[src/rtl/bcd_display_arbiter.sv]
// Round-robin sequencer that time-shares one combinational binary-to-BCD converter
// between two requesters and keeps the last legal digits for each of them.
module bcd_display_arbiter (
  input  logic       clk,
  input  logic       rst,
  input  logic       req0_val,
  input  logic [4:0] req0_data,
  output logic       req0_rdy,
  input  logic       req1_val,
  input  logic [4:0] req1_data,
  output logic       req1_rdy,
  output logic [4:0] conv_in,
  input  logic [3:0] conv_tens,
  input  logic [3:0] conv_ones,
  output logic [3:0] disp0_tens,
  output logic [3:0] disp0_ones,
  output logic [3:0] disp1_tens,
  output logic [3:0] disp1_ones,
  output logic       busy,
  output logic       err
);

  typedef enum logic [1:0] {
    IDLE  = 2'd0,
    CONV  = 2'd1,
    WRITE = 2'd2
  } state_e;

  state_e     state_q, state_d;
  logic [4:0] op_q, op_d;
  logic       gnt_q, gnt_d;
  logic       prio_q, prio_d;
  logic [3:0] res_tens_q, res_tens_d;
  logic [3:0] res_ones_q, res_ones_d;
  logic       err_q, err_d;
  logic [3:0] disp_tens_q [2];
  logic [3:0] disp_tens_d [2];
  logic [3:0] disp_ones_q [2];
  logic [3:0] disp_ones_d [2];

  logic [1:0] val_v;
  logic [1:0] rdy_v;
  logic       xfer;
  logic       sel;
  logic       legal;

  assign val_v = {req1_val, req0_val};

  // Grants are only offered from IDLE; rst masks them so outputs sit at reset values.
  always_comb begin
    rdy_v = 2'b00;
    if (state_q == IDLE && !rst) begin
      if (val_v == 2'b11) begin
        rdy_v[prio_q] = 1'b1;
      end else begin
        rdy_v = val_v;
      end
    end
  end

  assign xfer  = |(rdy_v & val_v);
  assign sel   = rdy_v[1];
  assign legal = (res_tens_q <= 4'd3) && (res_ones_q <= 4'd9);

  always_comb begin
    state_d     = state_q;
    op_d        = op_q;
    gnt_d       = gnt_q;
    prio_d      = prio_q;
    res_tens_d  = res_tens_q;
    res_ones_d  = res_ones_q;
    err_d       = err_q;
    disp_tens_d = disp_tens_q;
    disp_ones_d = disp_ones_q;
    case (state_q)
      IDLE: begin
        if (xfer) begin
          op_d    = sel ? req1_data : req0_data;
          gnt_d   = sel;
          prio_d  = ~sel;
          state_d = CONV;
        end
      end
      CONV: begin
        res_tens_d = conv_tens;
        res_ones_d = conv_ones;
        state_d    = WRITE;
      end
      WRITE: begin
        // An out-of-range digit leaves the display alone and latches the error.
        if (legal) begin
          disp_tens_d[gnt_q] = res_tens_q;
          disp_ones_d[gnt_q] = res_ones_q;
        end else begin
          err_d = 1'b1;
        end
        state_d = IDLE;
      end
      default: state_d = IDLE;
    endcase
  end

  always_ff @(posedge clk or posedge rst) begin
    if (rst) begin
      state_q     <= IDLE;
      op_q        <= 5'd0;
      gnt_q       <= 1'b0;
      prio_q      <= 1'b0;
      res_tens_q  <= 4'd0;
      res_ones_q  <= 4'd0;
      err_q       <= 1'b0;
      disp_tens_q <= '{default: 4'd0};
      disp_ones_q <= '{default: 4'd0};
    end else begin
      state_q     <= state_d;
      op_q        <= op_d;
      gnt_q       <= gnt_d;
      prio_q      <= prio_d;
      res_tens_q  <= res_tens_d;
      res_ones_q  <= res_ones_d;
      err_q       <= err_d;
      disp_tens_q <= disp_tens_d;
      disp_ones_q <= disp_ones_d;
    end
  end

  assign req0_rdy   = rdy_v[0];
  assign req1_rdy   = rdy_v[1];
  assign conv_in    = (state_q == IDLE) ? 5'd0 : op_q;
  assign busy       = (state_q != IDLE);
  assign err        = err_q;
  assign disp0_tens = disp_tens_q[0];
  assign disp0_ones = disp_ones_q[0];
  assign disp1_tens = disp_tens_q[1];
  assign disp1_ones = disp_ones_q[1];

endmodule
[config.mk]
export PLATFORM = sky130hd
export DESIGN_NAME = bcd_display_arbiter
export DESIGN_NICKNAME = d
export VERILOG_FILES = /design/src/rtl/bcd_display_arbiter.sv
export SDC_FILE = /design/constraint.sdc
export NUM_CORES = 1
export LEC_CHECK = 0
export CORE_ASPECT_RATIO = 1.1
export CORE_MARGIN = 1.5
export CORE_UTILIZATION = 41
export DETAILED_ROUTE_END_ITERATION = 10
export GPL_TIMING_DRIVEN = 1
export PLACE_DENSITY = 0.74
export SYNTH_ARGS = -nofsm -noshare
export SYNTH_HDL_FRONTEND = slang
export SYNTH_SLANG_ARGS = --single-unit
[constraint.sdc]
create_clock -name clk -period 1.45 [get_ports clk]
set_input_delay 0.29 -clock clk [delete_from_list [all_inputs] [get_ports clk]]
set_output_delay 0.29 -clock clk [all_outputs]
set_load 0.03 [all_outputs]
==> metrics <==
status complete, but fails checks; failing checks setup timing; Placer Congestion 0.871; Seq/Total Area, Yosys 58.2%; Netlist cell types 27; Min-Delay Path Class primary input to asynchronous set/reset pin; RSZ-0062 raised after global routing true; clock root buffer clkbuf_4; n_diodes 0; Final Hold Vio Count 0; post-route setup slack -0.343 ns; die height 65.6 µm; final setup violation count 29; pwr dens 1470 mW/mm²; initial antenna violation count 0; area of the mapped netlist 0.00146 mm²; Reg area 852 µm²; total gr overflow 0; skew final 0.00646 ns; layout cells sized above 1 42.2%; Detailed Route WL 3.78 mm; fin cells 235; Slowest cell on crit path dfrtp_1; Starting Density 43.2%; largest fanout on the critical path 3; num rows 22; max_slew headroom 77.5%; Yosys reg bits 34; Core Area 0.00339 mm²; Synth warnings 0; half-perimeter wire length after placement 2.43 mm; Vias/cell 4.97; Post-Place Cells 217; crit-path cells or3_4 -> nor3_4 -> buf_6; clk sinks 34; CP Launch Point state_q[0]; Max Fclk 0.558 GHz; fin util 69.1%; NumNets Final 208; full die area 0.00393 mm²; H-tree levels 2; CP Class flip-flop to output pin; Max VDD drop 1.22 mV; die width 59.9 µm; Post-Syn Nets 136; Num CTS Buffers 5; Routed Antenna Nets 0; crit path time final 1.79 ns; Synth Instances 114; clk slew on worst S/H paths 0.10 ns; first-pass GRT wire length 5.84 mm; WP data arrival 1.50 ns; number of top-level pins 47; TritonCTS clock tree built; Avg WL per Cell 16.1 µm; cts-stage hold buffer count 0; Met2 Routed Length 1.98 mm; drt pass-1 iters 2; Buffers on Ports 46; synth-to-layout area growth 60.0%; hold_ws 0.221 ns; Total Routing Usage GR 20.3%; Max Used Layer met4; area of the multi-input gates 688 µm²; Crit path required time 1.16 ns; CP max stage delay 0.42 ns; Filler cells 274; Worst-Margin Slew 0.337 ns; Clock Path Buffers 2; largest net degree at the start of global routing 35; CP Capture Type output pin; Vias 1,167; max-slew violations 0; Startpoint Class flip-flop; vias in the first global route 1,252; drt drc 0; met3 wire length 253 µm; Max Cap Violations 0; syn_area_per_cell 12.8 µm²; leak pwr 1.08 nW; R2R Path Start state_q[0]; M1 WL 1.50 mm; DRT iter0 DRCs 45; Clock Latency Late Sink 0.33 ns; Tcrit/Tclk final 124%
==> power breakdown <==
part	switching [mW]	internal, mW
clock	0.301	0.235
combinational	0.800	0.684
sequential	0.186	1.23
==> stage by stage <==
stage	setup slack, ns	TNS, ns	power [mW]	instance area, µm²
floorplan	-0.0849	-0.0849	2.20	1470
global placement	-0.315	-2.73	2.77	2050
detailed placement	-0.359	-3.51	2.81	2050
CTS	-0.374	-1.85	3.35	2190
global route	-0.384	-5.39	3.62	2340
finish	-0.343	-3.79	3.44	2340
==> per-layer routing <==
layer / vias up / track usage [%]
met4: 0 / 5.83
met5: - / 0
li1: 551 / -
met3: 7 / 6.50
met2: 42 / 35.5
met1: 567 / 23.3
==> cells in the mapped netlist (all sizes together) <==
| library cell | count | area, µm² |
|---|---|---|
| nor2b | 10 | 65.1 |
| buf | 7 | 56.3 |
| nor2 | 2 | 7.51 |
| or2 | 1 | 6.26 |
| o21ai | 3 | 15.0 |
| and2 | 3 | 21.3 |
| nand2 | 2 | 7.51 |
| nand2b | 1 | 6.26 |
| a21o | 2 | 15.0 |
| dfrtp | 34 | 851 |
| nor3 | 2 | 15.0 |
| inv | 3 | 11.3 |
| nand4 | 6 | 43.8 |
| and4b | 1 | 10.0 |
| a21oi | 6 | 30.0 |
| or3 | 1 | 6.26 |
| o31ai | 5 | 37.5 |
| a31oi | 5 | 31.3 |
| mux2 | 20 | 225 |
==> state kept, by name, indices dropped and copies added (netlist names) <==
| name | cells |
|---|---|
| disp1_tens | 4 |
| res_ones_q | 4 |
| err | 1 |
| disp0_tens | 4 |
| res_tens_q | 4 |
| prio_q | 1 |
| disp1_ones | 4 |
| state_q | 2 |
| op_q | 5 |
| gnt_q | 1 |
| disp0_ones | 4 |
==> logic make-up (layout without fill, tap and decap cells) <==
family | count (synthesis) | after routing | share of synthesized area, %
muxes | 20 | 20 | 15.4
buffers and inverters | 10 | 83 | 4.62
and+or+nand+nor | 29 | 29 | 12.9
DFF | 34 | 34 | 58.2
AOI/OAI and AO/OA | 21 | 21 | 8.82
==> what timing repair did <==
action,4_1_cts,5_1_grt
setup endpoints to repair,42,30
pin swaps,4,10
gates resized for setup,37,29
gates cloned,0,0
setup buffers,5,9
==> worst max-delay path: cells and delay by family (launching register included) <==
kind	cells	cell delay (ns)
buffers and inverters	1	0.16
flip-flops	1	0.42
AND/OR/NAND/NOR	2	0.59
==> worst paths after layout <==
kind                                 end  slack [ns]  cells past startpoint
max                             req1_rdy       -0.34                      3
min                               prio_q        0.22                      3
max reg2reg                disp0_tens[1]       -0.18                      6
min reg2reg                          err        0.47                      1
max in group asynchronous     state_q[1]        1.05                      3
min in group clk                     err        0.47                      1
==> placed cells by master, fill, tap and decap left out, types with 2 or more instances in the layout <==
cell | synthesis | final
a21o_1 | 2 | 2
a21oi_1 | 6 | 5
a31oi_1 | 5 | 5
and2_1 | 2 | 2
buf_12 | 0 | 2
buf_4 | 1 | 25
buf_6 | 3 | 7
clkbuf_4 | 0 | 5
clkdlybuf4s15_1 | 0 | 2
clkdlybuf4s50_1 | 0 | 20
dfrtp_1 | 34 | 33
dlygate4sd2_1 | 0 | 16
inv_1 | 3 | 3
mux2_2 | 16 | 14
mux2_4 | 0 | 6
nand4_1 | 5 | 5
nor2b_1 | 9 | 7
nor2b_2 | 1 | 2
nor3_4 | 0 | 2
o21ai_1 | 1 | 2
o31ai_4 | 0 | 5
==> cell type report <==
cell class	count	area share, %
clock buffers	7	2.35
clock inverters	1	0.214
inverters	3	0.482
multi-input cells	70	29.4
flip-flops and latches	34	36.4
well taps	48	2.57
repair buffers	72	28.5
(Power assumes the default switching activity.)
